<file path="src/rtl/mem_bus_arbiter.sv">
// mem_bus_arbiter: round-robin N-master to 1-slave arbiter for the word-addressed
// memory bus, with one outstanding transaction at a time.
// Optional feature: define MEM_BUS_ARB_TIMEOUT_EN to abort a BUSY transaction
// after TIMEOUT cycles without s_ready. The abort completes the transaction with err=1.
module mem_bus_arbiter #(
    parameter int unsigned N_MASTERS = 2,
    parameter int unsigned ADDR_W    = 30,
    parameter int unsigned DATA_W    = 32,
    parameter int unsigned TIMEOUT   = 255,
    localparam int unsigned SEL_W    = DATA_W / 8
) (
    input  logic                           clk,
    input  logic                           rst,
    input  logic [N_MASTERS*ADDR_W-1:0]    m_addr,
    input  logic [N_MASTERS*DATA_W-1:0]    m_dataD,
    output logic [N_MASTERS*DATA_W-1:0]    m_dataQ,
    input  logic [N_MASTERS-1:0]           m_read,
    input  logic [N_MASTERS-1:0]           m_write,
    output logic [N_MASTERS-1:0]           m_ready,
    input  logic [N_MASTERS*SEL_W-1:0]     m_byteSel,
    output logic [ADDR_W-1:0]              s_addr,
    output logic [DATA_W-1:0]              s_dataD,
    input  logic [DATA_W-1:0]              s_dataQ,
    output logic                           s_read,
    output logic                           s_write,
    input  logic                           s_ready,
    output logic [SEL_W-1:0]               s_byteSel,
    output logic [N_MASTERS-1:0]           grant,
    output logic                           busy,
    output logic                           err
);

    localparam int unsigned PTR_W = (N_MASTERS > 1) ? $clog2(N_MASTERS) : 1;

    // Elaboration-time sanity check of the configuration
    if (N_MASTERS < 2 || DATA_W == 0 || (DATA_W % 8) != 0 || TIMEOUT == 0) begin : g_param_check
        $error("mem_bus_arbiter: illegal parameter combination");
    end

    typedef enum logic {IDLE, BUSY} state_t;

    state_t                 state;
    logic [PTR_W-1:0]       rr_ptr;
    logic [PTR_W-1:0]       g_idx;
    logic [N_MASTERS-1:0]   req;
    logic                   pick_any;
    logic [PTR_W-1:0]       pick_idx;
    logic [PTR_W-1:0]       scan_idx;
    logic [N_MASTERS-1:0]   pick_oh;
    logic                   req_g;
    logic                   rd_g;
    logic                   wr_g;
    logic                   timeout_c;
    logic [PTR_W-1:0]       rr_next;

    assign req     = m_read | m_write;
    assign req_g   = |(req & grant);
    assign rd_g    = |(m_read & grant);
    assign wr_g    = |(m_write & grant);
    assign busy    = (state == BUSY);
    assign m_dataQ = {N_MASTERS{s_dataQ}};
    assign rr_next = PTR_W'((32'(g_idx) + 32'd1) % N_MASTERS);

`ifdef MEM_BUS_ARB_TIMEOUT_EN
    localparam int unsigned CNT_W = (TIMEOUT > 255) ? $clog2(TIMEOUT + 1) : 8;

    logic [CNT_W-1:0] to_cnt;

    // s_ready in the same cycle wins over the abort
    assign timeout_c = (state == BUSY) && !s_ready && (to_cnt == CNT_W'(TIMEOUT));

    // Watchdog: cleared on BUSY entry, counts BUSY cycles without s_ready
    always_ff @(posedge clk) begin
        if (rst) begin
            to_cnt <= '0;
        end else if (state == IDLE) begin
            to_cnt <= '0;
        end else if (!s_ready) begin
            to_cnt <= to_cnt + CNT_W'(1);
        end
    end
`else
    assign timeout_c = 1'b0;
`endif

    // Round-robin pick: first requester scanning upward from rr_ptr with wrap
    always_comb begin
        pick_any = 1'b0;
        pick_idx = '0;
        scan_idx = '0;
        for (int k = 0; k < int'(N_MASTERS); k++) begin
            scan_idx = PTR_W'((32'(rr_ptr) + 32'(k)) % N_MASTERS);
            if (!pick_any && req[scan_idx]) begin
                pick_any = 1'b1;
                pick_idx = scan_idx;
            end
        end
        pick_oh = N_MASTERS'(pick_any) << pick_idx;
    end

    // Arbiter state: grant in IDLE, release on completion, drop or abort
    always_ff @(posedge clk) begin
        if (rst) begin
            state  <= IDLE;
            grant  <= '0;
            rr_ptr <= '0;
            g_idx  <= '0;
        end else begin
            case (state)
                IDLE: begin
                    if (pick_any) begin
                        state <= BUSY;
                        grant <= pick_oh;
                        g_idx <= pick_idx;
                    end
                end
                BUSY: begin
                    if (s_ready || !req_g || timeout_c) begin
                        state  <= IDLE;
                        grant  <= '0;
                        rr_ptr <= rr_next;
                    end
                end
                default: begin
                    state <= IDLE;
                    grant <= '0;
                end
            endcase
        end
    end

    // Slave-side mux from the owner and master completion flags
    always_comb begin
        s_addr    = '0;
        s_dataD   = '0;
        s_byteSel = '0;
        s_read    = 1'b0;
        s_write   = 1'b0;
        m_ready   = '0;
        err       = 1'b0;
        if (state == BUSY) begin
            for (int i = 0; i < int'(N_MASTERS); i++) begin
                if (grant[i]) begin
                    s_addr    = m_addr[i*ADDR_W +: ADDR_W];
                    s_dataD   = m_dataD[i*DATA_W +: DATA_W];
                    s_byteSel = m_byteSel[i*SEL_W +: SEL_W];
                end
            end
            s_write = wr_g;
            s_read  = rd_g & ~wr_g;
            m_ready = grant & {N_MASTERS{s_ready}};
            if (timeout_c) begin
                s_read  = 1'b0;
                s_write = 1'b0;
                m_ready = grant;
                err     = 1'b1;
            end
        end
    end

endmodule
</file>
<file path="config.mk">
export PLATFORM = sky130hd
export DESIGN_NAME = mem_bus_arbiter
export DESIGN_NICKNAME = d
export VERILOG_FILES = /design/src/rtl/mem_bus_arbiter.sv
export SDC_FILE = /design/constraint.sdc
export NUM_CORES = 1
export LEC_CHECK = 0
export BUFFER_PORTS_ARGS = -buffer_cell sky130_fd_sc_hd__buf_2
export CORE_AREA = 10 10 111 113
export DETAILED_ROUTE_END_ITERATION = 12
export DIE_AREA = 0 0 121 123
export GPL_TIMING_DRIVEN = 0
export MAX_ROUTING_LAYER = met4
export PLACE_DENSITY_LB_ADDON = 0.1
export SLEW_MARGIN = 20
export SYNTH_ARGS = -nofsm -noshare
export SYNTH_HDL_FRONTEND = slang
export SYNTH_SLANG_ARGS = --single-unit
</file>
<file path="constraint.sdc">
create_clock -name clk -period 1.4 [get_ports clk]
set_input_delay 0.14 -clock clk [delete_from_list [all_inputs] [get_ports clk]]
set_output_delay 0.14 -clock clk [all_outputs]
set_load 0.005 [all_outputs]
</file>
==> results.json <==
{
  "outcome": "complete, but fails checks",
  "violations": "negative setup slack",
  "synth_area_leaders": "a22o_1 40%, buf_4 34%, dfxtp_1 6.9%",
  "grt_max_degree": 11,
  "holdBufCountCts": 0,
  "area_growth_pct": 132,
  "endpoint_kind": "primary output",
  "wirelength_microns": 11200,
  "routedWlPerCell_microns": 18.4,
  "die_w_microns": 121,
  "fin_nets": 647,
  "ioPinCount": 309,
  "final_max_slew_viol_count": 0,
  "place_congestion": 0.883,
  "fillCellCount": 1127,
  "internal_power_mw": 0.896,
  "grt_pass1_vias": 2431,
  "fin_crit_sh_pct": 109,
  "cap_viol_max_count": 0,
  "antenna_found_initial": 0,
  "yosysTopAreaCell": "a22o_1",
  "max-vdd-ir-drop_v": 0.000290,
  "vias_per_cell": 3.99,
  "switching_share_pct": 31.5,
  "portBuffers": 275,
  "p_leak_nw": 2.06,
  "cts.clk_slew.worst_paths_ns": 0.04,
  "cts_buffers": 3,
  "synth_nets": 352,
  "fin_skew_ns": 0.000597,
  "drc": 0,
  "clk_latency_ns": 0.22,
  "ys_warn_count": 0,
  "cp.arrival_ns": 1.38,
  "dieArea_sq_mm": 0.0149,
  "cts.sinks": 5,
  "synth_top_area_share_pct": 40.2,
  "p_sw_mw": 0.412,
  "period_needed_ns": 1.52,
  "syn_area_sq_mm": 0.00146,
  "p_per_area_mw_per_mm2": 387,
  "cts_max_level": 1,
  "total_power_mw": 1.31,
  "ant_nets": 0,
  "p_clk_share_pct": 20.6,
  "cp-start-kind": "flip-flop",
  "num_vias": 2440,
  "antennaDiodeCount": 0,
  "setup_ws_ns": -0.121,
  "drtIter0Drc": 69,
  "required_ns": 1.26,
  "path_class": "reg2out",
  "synth_cells": 181,
  "dp_hpwl_microns": 9930,
  "dr.pass1.iters": 4,
  "rows": 37,
  "power_frac_comb_pct": 66.0,
  "final_hold_viol_count": 0,
  "rsz0062_at_grt": "true",
  "place_ws_ns": -0.345,
  "initial_core_util_pct": 14.4,
  "cts_root_buffer": "clkbuf_8",
  "fmax_ghz": 0.658,
  "yosys.cell_types.count": 26,
  "ctsLongestPathBuffers": 2,
  "seq_power_share_pct": 13.3,
  "hp-class": "in2reg",
  "grt_usage_pct": 13.1,
  "drive_gt1_share_pct": 80.6,
  "cts_tree": "done",
  "syn_avg_cell_area_sq_um": 8.06,
  "fp.dieH_microns": 123,
  "setup_violations": 58,
  "worstPathMaxFanout": 10,
  "grt-ovfl-total": 0,
  "coreArea_sq_mm": 0.0101,
  "ys_seq_area_share_pct": 6.86,
  "synth_seq_cells": 5,
  "grt_pass1_wl_microns": 15200
}
[through the flow]
step | utilization [%] | TNS [ns] | hold WS [ns] | instances | instance area [sq um]
global route | 33.3 | -7.96 | 0.161 | 611 | 3380
finish | 33.3 | -4.92 | 0.144 | 611 | 3380
floorplan | - | 0 | 0.209 | 181 | 1460
CTS | 32.9 | -5.85 | 0.137 | 610 | 3340
detailed placement | 29.6 | -13.47 | 0.373 | 592 | 3010
global placement | 29.6 | -12.62 | 0.373 | 592 | 3010
[kinds of logic after synthesis]
kind of cell / count (synthesis) / share of synthesized area, %
compound gates: 78 / 46.6
buf+inv: 82 / 40.0
flops: 5 / 6.86
other cells: 1 / 0.257
simple gates: 15 / 6.35
[synth_stat cells]
library cell  count
buf_4            66
a22o_1           67
or3_1             1
a22oi_1           1
nand2b_1          1
a311oi_1          1
and3_1            4
buf_2            10
o211ai_1          1
inv_2             2
nor2_1            2
conb_1            1
o32ai_4           1
buf_6             2
nor2_2            1
nor2_4            2
dfxtp_1           5
inv_1             1
clkbuf_1          1
nand3_1           1
a21oi_1           3
o21ai_0           2
nand4_1           1
a31oi_1           1
a221o_1           1
nand2_1           2
[final timing paths]
| path | from | endpoint | slack, ns | cells past startpoint |
|---|---|---|---|---|
| setup / recovery | busy$_SDFF_PP0_ | s_dataD[24] | -0.12 | 5 |
| hold / removal | rst | busy$_SDFF_PP0_ | 0.14 | 2 |
| setup reg to reg | grant[1]$_SDFFE_PP0P_ | grant[1]$_SDFFE_PP0P_ | 0.12 | 7 |
| hold reg to reg | g_idx$_SDFFE_PP0P_ | g_idx$_SDFFE_PP0P_ | 0.47 | 2 |
[flip-flops by register name, summed over array words and instances (netlist names)]
| signal | count |
|---|---|
| g_idx | 1 |
| busy | 1 |
| grant | 2 |
| rr_ptr | 1 |
[cell type report]
class	count	area, sq um	area share (%)
Buffer	77	667	19.7
Timing Repair Buffer	292	1580	46.8
Sequential cell	5	111	3.29
Clock buffer	4	45.0	1.33
Inverter	3	18.8	0.555
Multi-Input combinational cell	94	786	23.2
Tap cell	136	170	5.03
[routing by layer]
metal / global-route usage (%) / vias up / routed length, microns
met5: - / - / 0
met1: 13.1 / 1089 / 3850
met3: 3.28 / 4 / 928
met2: 25.9 / 135 / 6390
li1: - / 1212 / -
met4: 1.28 / 0 / 52
[layout by cell type, fill, tap and decap left out, types with 2 or more instances in the layout]
cell type	instances
a21oi_1	3
a22o_1	67
and3_1	3
buf_12	2
buf_16	2
buf_2	274
buf_4	76
buf_6	6
buf_8	8
clkbuf_8	3
dfxtp_1	2
dfxtp_4	3
nand2_1	2
nor2_1	2
nor2_4	2
o21ai_0	2
[repair_timing]
item                                    4_1_cts  5_1_grt
endpoints found under the setup margin       67       68
gates resized for setup                      47        5
pin swaps                                     5       11
buffers inserted                             13        2
gates cloned                                  2        1
[power groups by stage]
stage          combinational [mW]  clock (mW)  sequential (mW)
6_report                    0.863       0.270            0.174
5_1_grt                     0.943       0.287            0.177
4_1_cts                     0.863       0.274            0.174
3_5_place_dp                0.782           0            0.179
3_3_place_gp                0.782           0            0.179
2_1_floorplan               0.348           0            0.172
[worst max-delay path, cell delays in order (launching register included)]
cell and delay, ns:
dfxtp_4 0.36, and3_4 0.20, buf_12 0.15, buf_6 0.13, a22o_1 0.17, buf_2 0.14
(Power assumes the default switching activity.)
